<file path="src/rtl/fpall_pkg.sv">
// Shared types for the FP datapath units and their issue/collect front ends.
package fpall_pkg;

  typedef enum logic [2:0] {
    FP_OP_ADD = 3'd0,
    FP_OP_SUB = 3'd1,
    FP_OP_MUL = 3'd2,
    FP_OP_FMA = 3'd3,
    FP_OP_MIN = 3'd4,
    FP_OP_MAX = 3'd5,
    FP_OP_CVT = 3'd6,
    FP_OP_CMP = 3'd7
  } fp_op_e;

  typedef enum logic [1:0] {
    FP_FMT_FP32 = 2'd0,
    FP_FMT_FP16 = 2'd1,
    FP_FMT_BF16 = 2'd2,
    FP_FMT_FP8  = 2'd3
  } fp_fmt_e;

  typedef struct packed {
    logic [31:0] r;
    fp_fmt_e     fmt;
  } fp_res_entry_t;

endpackage

</file>
<file path="src/rtl/fp_result_fifo.sv">
// Synchronous first-word-fall-through FIFO with arbitrary (non power-of-two) depth.
// Push into a full FIFO is accepted only when a pop happens in the same cycle.
module fp_result_fifo #(
  parameter int WIDTH = 34,
  parameter int DEPTH = 4
) (
  input  logic                       clk,
  input  logic                       rst,
  input  logic                       push,
  input  logic [WIDTH-1:0]           push_data,
  input  logic                       pop,
  output logic [WIDTH-1:0]           pop_data,
  output logic                       full,
  output logic                       empty,
  output logic [$clog2(DEPTH+1)-1:0] count
);

  localparam int PTR_W = (DEPTH > 1) ? $clog2(DEPTH) : 1;
  localparam int CNT_W = $clog2(DEPTH+1);
  localparam logic [PTR_W-1:0] LAST = PTR_W'(DEPTH-1);

  logic [WIDTH-1:0] mem [DEPTH];
  logic [PTR_W-1:0] wr_ptr, rd_ptr;
  logic [CNT_W-1:0] cnt;
  logic             do_push, do_pop;

  function automatic logic [PTR_W-1:0] next_ptr(input logic [PTR_W-1:0] p);
    return (p == LAST) ? '0 : p + PTR_W'(1);
  endfunction

  assign empty    = (cnt == '0);
  assign full     = (cnt == CNT_W'(DEPTH));
  assign count    = cnt;
  assign pop_data = mem[rd_ptr];
  assign do_pop   = pop && !empty;
  assign do_push  = push && (!full || do_pop);

  always_ff @(posedge clk) begin
    if (rst) begin
      wr_ptr <= '0;
      rd_ptr <= '0;
      cnt    <= '0;
    end else begin
      if (do_push) wr_ptr <= next_ptr(wr_ptr);
      if (do_pop)  rd_ptr <= next_ptr(rd_ptr);
      case ({do_push, do_pop})
        2'b10:   cnt <= cnt + CNT_W'(1);
        2'b01:   cnt <= cnt - CNT_W'(1);
        default: cnt <= cnt;
      endcase
    end
  end

  // At full, wr_ptr == rd_ptr: the head is read this cycle and overwritten at the edge.
  always_ff @(posedge clk) begin
    if (do_push) mem[wr_ptr] <= push_data;
  end

  always @(posedge clk) begin
    if (!rst) begin
      assert (!(push && full && !pop));
      assert (!(pop && empty));
    end
  end

endmodule

</file>
<file path="src/rtl/fpu_issue_collector.sv">
// Issue/collect front end for a fixed-latency, unhandshaked FP pipeline.
// Credits reserve a FIFO slot per issued op, so results are never dropped.
module fpu_issue_collector
  import fpall_pkg::*;
#(
  parameter int LATENCY = 2,
  parameter int DEPTH   = 4,
  parameter int TAG_W   = 4
) (
  input  logic             clk,
  input  logic             rst,
  input  logic             in_valid,
  output logic             in_ready,
  input  fp_op_e           in_opcode,
  input  fp_fmt_e          in_fmt,
  input  logic [31:0]      in_x,
  input  logic [31:0]      in_y,
  input  logic [TAG_W-1:0] in_tag,
  output fp_op_e           u_opcode,
  output fp_fmt_e          u_fmt,
  output logic [31:0]      u_x,
  output logic [31:0]      u_y,
  input  logic [31:0]      u_r,
  output logic             out_valid,
  input  logic             out_ready,
  output logic [31:0]      out_r,
  output logic [TAG_W-1:0] out_tag,
  output fp_fmt_e          out_fmt,
  output logic             busy
);

  localparam int CW = $clog2(DEPTH+1);
  localparam int EW = $bits(fp_res_entry_t) + TAG_W;

  logic [CW-1:0]    credits;
  logic             issue, pop;
  logic             fifo_full, fifo_empty;
  logic [CW-1:0]    fifo_count;
  logic [EW-1:0]    fifo_wdata, fifo_rdata;
  fp_res_entry_t    wr_entry, head;

  logic [LATENCY-1:0] trk_valid;
  logic [TAG_W-1:0]   trk_tag [LATENCY];
  fp_fmt_e            trk_fmt [LATENCY];

  // Handshake signals depend only on registers (and reset), never on out_ready.
  assign in_ready  = !rst && (credits != '0);
  assign issue     = in_valid && in_ready;
  assign out_valid = !rst && !fifo_empty;
  assign pop       = out_valid && out_ready;
  assign busy      = !rst && ((|trk_valid) || !fifo_empty);

  always_comb begin
    u_opcode = fp_op_e'('0);
    u_fmt    = fp_fmt_e'('0);
    u_x      = '0;
    u_y      = '0;
    if (issue) begin
      u_opcode = in_opcode;
      u_fmt    = in_fmt;
      u_x      = in_x;
      u_y      = in_y;
    end
  end

  always_ff @(posedge clk) begin
    if (rst) begin
      credits <= CW'(DEPTH);
    end else begin
      case ({issue, pop})
        2'b10:   credits <= credits - CW'(1);
        2'b01:   credits <= credits + CW'(1);
        default: credits <= credits;
      endcase
    end
  end

  always_ff @(posedge clk) begin
    if (rst) begin
      trk_valid <= '0;
    end else begin
      trk_valid[0] <= issue;
      for (int i = 1; i < LATENCY; i++) trk_valid[i] <= trk_valid[i-1];
    end
  end

  always_ff @(posedge clk) begin
    trk_tag[0] <= in_tag;
    trk_fmt[0] <= in_fmt;
    for (int i = 1; i < LATENCY; i++) begin
      trk_tag[i] <= trk_tag[i-1];
      trk_fmt[i] <= trk_fmt[i-1];
    end
  end

  assign wr_entry   = '{r: u_r, fmt: trk_fmt[LATENCY-1]};
  assign fifo_wdata = {trk_tag[LATENCY-1], wr_entry};

  fp_result_fifo #(
    .WIDTH(EW),
    .DEPTH(DEPTH)
  ) u_fifo (
    .clk      (clk),
    .rst      (rst),
    .push     (trk_valid[LATENCY-1]),
    .push_data(fifo_wdata),
    .pop      (pop),
    .pop_data (fifo_rdata),
    .full     (fifo_full),
    .empty    (fifo_empty),
    .count    (fifo_count)
  );

  assign {out_tag, head} = fifo_rdata;
  assign out_r   = head.r;
  assign out_fmt = head.fmt;

  // Every slot is either a free credit, an op in the unit, or a stored result.
  always @(posedge clk) begin
    if (!rst) begin
      assert (int'(credits) + int'(fifo_count) + $countones(trk_valid) == DEPTH);
      assert (!(trk_valid[LATENCY-1] && fifo_full && !pop));
    end
  end

endmodule

</file>
<file path="config.mk">
export PLATFORM = sky130hd
export DESIGN_NAME = fpu_issue_collector
export DESIGN_NICKNAME = d
export VERILOG_FILES = /design/src/rtl/fpall_pkg.sv /design/src/rtl/fp_result_fifo.sv /design/src/rtl/fpu_issue_collector.sv
export SDC_FILE = /design/constraint.sdc
export NUM_CORES = 1
export LEC_CHECK = 0
export ABC_AREA = 1
export BUFFER_PORTS_ARGS = -buffer_cell sky130_fd_sc_hd__buf_2
export CORE_MARGIN = 1
export CORE_UTILIZATION = 46
export DETAILED_ROUTE_END_ITERATION = 8
export PLACE_DENSITY = 0.76
export SYNTH_ARGS = -nofsm -noshare
export SYNTH_HDL_FRONTEND = slang
export SYNTH_SLANG_ARGS = --single-unit
</file>
<file path="constraint.sdc">
create_clock -name clk -period 2.9 [get_ports clk]
set_input_delay 0.29 -clock clk [delete_from_list [all_inputs] [get_ports clk]]
set_output_delay 0.29 -clock clk [all_outputs]
set_load 0.02 [all_outputs]
</file>
== Word level (Yosys, flattened, before mapping) ==
Memories as Yosys holds them, arrays and structs flattened. A register that Yosys moved wholly into a read port is not among the register bits.
Index checks and enable logic that the tools add are counted.

* Add/sub/neg operators: 6
* Equality and inequality tests: 7
* Mux-type cells: 12
* Reduce and logical (&&, ||, !) cells: 17

{| class="wikitable"
|+ Operator list
! kind !! count
|-
| 32-bit two-way mux || 2
|-
| 3-bit one-hot mux with 2 select lines || 2
|-
| 2-bit two-way mux || 5
|-
| 2-bit equality test, second input constant || 4
|-
| 1-bit logical AND || 7
|-
| 3-bit by 1-bit adder with 3-bit output, second input constant || 2
|-
| 3-bit by 1-bit subtractor with 3-bit output, second input constant || 2
|-
| 2-bit by 1-bit adder with 2-bit output, second input constant || 2
|-
| 2-bit by 1-bit equality test with 1-bit output, second input constant || 2
|-
| 2-bit nonzero test || 2
|-
| 3-bit equality test, second input constant || 1
|-
| 1-bit logical NOT || 3
|-
| 3-bit logical NOT || 1
|-
| 3-bit two-way mux || 1
|-
| 3-bit nonzero test || 1
|-
| 1-bit logical OR || 2
|-
| 1-bit two-way mux || 2
|-
| 2-bit OR reduction || 1
|}

* Bits in registers: 12
* Bits in writable memories: 164
* Input bits: 109
* Output and inout bits: 110
* Logic and storage cells: 50
* Memories: 3

{| class="wikitable"
|+ Memories
! memory !! depth !! width !! rd ports !! clocked after memory_dff !! write ports !! line !! source
|-
| u_fifo.mem || 4 || 38 || 1 || 1 || 1 || fp_result_fifo.sv:22 || <nowiki>logic [WIDTH-1:0] mem [DEPTH];</nowiki>
|-
| trk_tag || 2 || 4 || 2 || 0 || 2 || fpu_issue_collector.sv:43 || <nowiki>logic [TAG_W-1:0] trk_tag [LATENCY];</nowiki>
|-
| trk_fmt || 2 || 2 || 2 || 0 || 2 || fpu_issue_collector.sv:44 || <nowiki>fp_fmt_e trk_fmt [LATENCY];</nowiki>
|}

== Longest topological paths before layout ==
* Depth after elaboration: 9
* Mapped depth: 11
* Depth with buffers taken out: 11

== Modules after synthesis ==
A second synthesis with hierarchy kept.

* Cells, all modules: 625
* Area total of the unflattened synthesis: 7252.0 µm²

{| class="wikitable"
|+ By module, submodules not included
! module !! times used !! cells each !! area each (µm²) !! sequential area each (µm²)
|-
| fp_result_fifo || 1 || 435 || 6158.4 || 4744.6
|-
| fpu_issue_collector || 1 || 190 || 1093.5 || 340.3
|}

== Worst setup path after synthesis ==
Ideal clock, no wire load.

* Path kind: register to register
* From: register u_fifo.cnt[0], in the netlist u_fifo.count[0]
* To: memory u_fifo.mem[0][0] (netlist name) (enable)
* Setup time: 0.433 ns
* Data arrival time: 2.435 ns
* Setup slack: 0.032 ns
* Cell stages (with the launch flop): 7
* Clock period less this slack: 2.868 ns
* Cell sequence: dfxtp_1 nor2_4 nand2_1 nand3_4 nand3_2 nand2_2 nor2_1

* Cells in the longest elaborated chain, start to end: 9
* Elaborated cells on any way between the ends: 11
* Classes of those cells: eq/ne (1); mux (2); reduce/logical (8)

{| class="wikitable"
|+ RTL lines
! element !! line !! source
|-
| start, declared || fp_result_fifo.sv:24 || <nowiki>logic [CNT_W-1:0] cnt;</nowiki>
|-
| start signal, assigned || fp_result_fifo.sv:47 || <nowiki>2'b10: cnt <= cnt + CNT_W'(1);</nowiki>
|-
| start signal, assigned || fp_result_fifo.sv:48 || <nowiki>2'b01: cnt <= cnt - CNT_W'(1);</nowiki>
|-
| start signal, assigned || fp_result_fifo.sv:49 || <nowiki>default: cnt <= cnt;</nowiki>
|-
| 3-bit logical NOT || fp_result_fifo.sv:31 || <nowiki>assign empty = (cnt == '0);</nowiki>
|-
| 1-bit logical NOT || fp_result_fifo.sv:35, fpu_issue_collector.sv:49 ||
|-
| 1-bit logical AND || fpu_issue_collector.sv:49 || <nowiki>assign out_valid = !rst && !fifo_empty;</nowiki>
|-
| 1-bit logical AND || fpu_issue_collector.sv:50 || <nowiki>assign pop = out_valid && out_ready;</nowiki>
|-
| 1-bit logical AND || fp_result_fifo.sv:35 || <nowiki>assign do_pop = pop && !empty;</nowiki>
|-
| 1-bit logical OR (*) || fp_result_fifo.sv:36 || <nowiki>assign do_push = push && (!full || do_pop);</nowiki>
|-
| 1-bit logical AND (*) || fp_result_fifo.sv:36 ||
|-
| 1-bit two-way mux (*) || fp_result_fifo.sv:56 || <nowiki>if (do_push) mem[wr_ptr] <= push_data;</nowiki>
|-
| 1-bit two-way mux (implied by the code) (*) || fp_result_fifo.sv:56 ||
|-
| end, declared || fp_result_fifo.sv:22 ||
|}

Every way passes the cells marked *; elsewhere a longest branch is shown, timed or not.

==> metrics.md <==
| Metric | Value |
|---|---|
| Count of final setup violators | `0` |
| Fin nets | `959` |
| Layout cell share with drive strength beyond 1 | `31.35%` |
| Synth unique cells | `27` |
| Vias | `5247` |
| Max-cap violations | `0` |
| Worst VDD drop | `0.4880 mV` |
| Initial Util | `47.06%` |
| CP Class | `reg -> out` |
| Mapped cell area | `7154 um^2` |
| Hold Startpoint | `u_r[14]` |
| Vias in the first global route | `4934` |
| Reg-to-reg startpoint | `u_fifo.count[2]` |
| GR Util met1 | `23.36%` |
| Most Used Layer, Global Route | `met2` |
| CTS max path bufs | `2` |
| GR Util met2 | `40.20%` |
| Post-Place Setup Slack | `0.8940 ns` |
| Total core area | `15200 um^2` |
| Fin. max-slew vios | `0` |
| Clk_lat worst skew | `0.43 ns` |
| Startpoint types | `flop` |
| Clock slew at reported path FFs | `0.06 ns` |
| Worst slew pin tran | `0.7290 ns` |
| Worst EP arrival | `2.07 ns` |
| DR iter-0 viols | `324` |
| First-pass GRT wire length | `25840 um` |
| Fmax | `423.5 MHz` |
| Final core occ | `59.63%` |
| Die H | `126.7 um` |
| DRT Pass-1 Iters | `5` |
| Final hold vios | `0` |
| Gr ovfl total | `0` |
| CTS H-tree depth | `4` |
| Pwr Density | `656.5 nW/um^2` |
| Worst hold path class | `in -> reg` |
| Area Growth Syn to Fin | `26.71%` |
| Post-route ant nets | `0` |
| I/O Pins | `219` |
| CTS tree | `yes` |
| Status | `complete, no violations` |
| DRC violations left | `0` |
| Setup TNS | `0 ns` |
| Seq/Total Area, Yosys | `71.07%` |
| Clock Sink Count | `178` |
| Min Clock Period, post-route | `2.362 ns` |
| Hold WS | `0.07688 ns` |
| Rel. slew slack | `51.40%` |
| Clk_skew | `0.008585 ns` |
| Syn Nets | `737` |
| Largest net degree at the start of global routing | `77` |
| Antenna violations before repair | `4` |
| Post-DP HPWL | `11690 um` |
| Most frequent cells in the layout | `218 x buf_2, 153 x nor2_1, 152 x edfxtp_1, 90 x inv_1, 75 x o21ai_0` |
| Root Buffer | `clkbuf_16` |
| RSZ-0062 raised after global routing | `false` |
| CTS buffer count | `17` |
| Row count | `45` |
| Overall routed net length | `17450 um` |
| Most common cell after layout, fill and taps aside | `buf_2` |
| Placer Congestion | `0.9536` |
| Endpoint type of the worst setup path | `output port` |
| Die ar. | `16060 um^2` |
| Via density | `5.011` |
| # fillers | `1262` |
| Tcrit/Tclk final | `81.43%` |
| Met3 usage in global routing | `6.706%` |
| Routed wire length per instance | `16.67 um` |
| Cells after Synth | `620` |
| Required time of the critical path | `2.61 ns` |
| Register bit total from synthesis | `178` |
| LEAKAGE | `3.961 nW` |
| Port Buffers | `218` |
| Synthesis Warnings | `0` |
| CP max FO | `38` |
| Syn Area/Cell | `11.54 um^2` |
| Buffer count from post-CTS setup fixing | `0` |
| Global Route Usage Sum | `22.07%` |
| Die width | `126.7 um` |
| Setup slack after layout | `0.5385 ns` |
-- what timing repair did --
item | in CTS | in global routing
hold endpoints to repair | 6 | 0
setup endpoints to repair | 0 | 0
resized for setup | 0 | 0
hold buffers | 6 | 0
-- synthesized netlist by cell type --
master,n,area [um^2]
o31ai_1,2,15.01
nand2_2,2,12.51
inv_1,91,341.6
nor3b_1,1,7.510
buf_4,3,22.52
nand3_2,1,10.01
nand2_1,9,33.78
fa_1,2,40.04
buf_6,4,45.04
buf_2,8,40.04
nand3_4,1,17.52
a21oi_1,7,35.03
nor2_1,157,589.3
o22ai_1,38,237.7
o21ai_0,75,375.4
a31oi_1,1,6.260
edfxtp_1,152,4564
o21ai_1,6,30.03
ha_1,6,75.07
inv_2,2,7.510
clkbuf_2,2,10.01
nand4_1,2,12.51
clkbuf_1,14,52.55
dfxtp_1,26,520.5
nand3_1,6,30.03
nor2_4,1,11.26
nand2_4,1,11.26
-- per-layer routing --
layer / wire [um] / share of wire, %
met1: 6426 / 37
met2: 9213 / 53
met3: 1355 / 7.8
met4: 453 / 2.6
met5: 0 / 0
-- flip-flops by register name, summed over array words and instances (netlist names), named ones only --
signal / count
u_fifo.wr_ptr: 2
trk_fmt: 4
trk_valid: 2
credits: 3
u_fifo.count: 3
u_fifo.mem: 152
u_fifo.rd_ptr: 2
trk_tag: 8
-- per-stage QoR --
step                instance area [um^2]  total power [mW]  instances
finish                              9065             5.951       1047
global route                        9065             6.183       1047
CTS                                 9055             5.990       1043
detailed placement                  8429             3.814       1005
global placement                    8429             3.799       1005
floorplan                           7154             3.479        620
-- critical path: stages, from the launching register on --
cell and delay [ns]:
dfxtp_2 0.32, inv_2 0.47, buf_4 0.34, o21ai_0 0.12, o22ai_1 0.19, buf_2 0.20
-- final timing paths --
kind,end,slack [ns],cells past startpoint
min reg2reg,trk_tag[0][5],0.32,0
max,out_r[8],0.54,5
min,u_fifo.mem[2][16],0.08,1
max reg2reg,u_fifo.mem[1][1],0.94,7
-- kinds of logic after synthesis --
| family | count (synthesis) | share of synthesized area [%] |
|---|---|---|
| and+or+nand+nor | 181 | 10.28 |
| DFF | 178 | 71.07 |
| AOI/OAI and AO/OA | 129 | 9.776 |
| buffers and inverters | 124 | 7.258 |
| adders and majority gates | 8 | 1.609 |
-- cell type report --
type                    instances  area (um^2)  share of cell area [%]
clock buffers                  23        457.9                   5.052
diodes                          4        10.01                  0.1104
flip-flops and latches        178         5086                   56.11
inverters                      93        349.1                   3.851
well taps                     188        235.2                   2.595
clock inverters                 9        107.6                   1.187
multi-input cells             318         1580                   17.43
repair buffers                234         1239                   13.66
-- power breakdown --
group	internal, mW	switching, mW
clock	1.29	0.898
combinational	0.289	0.608
sequential	2.84	0.0276
total	4.42	1.53
No activity file was read; power rests on OpenSTA's default activity.
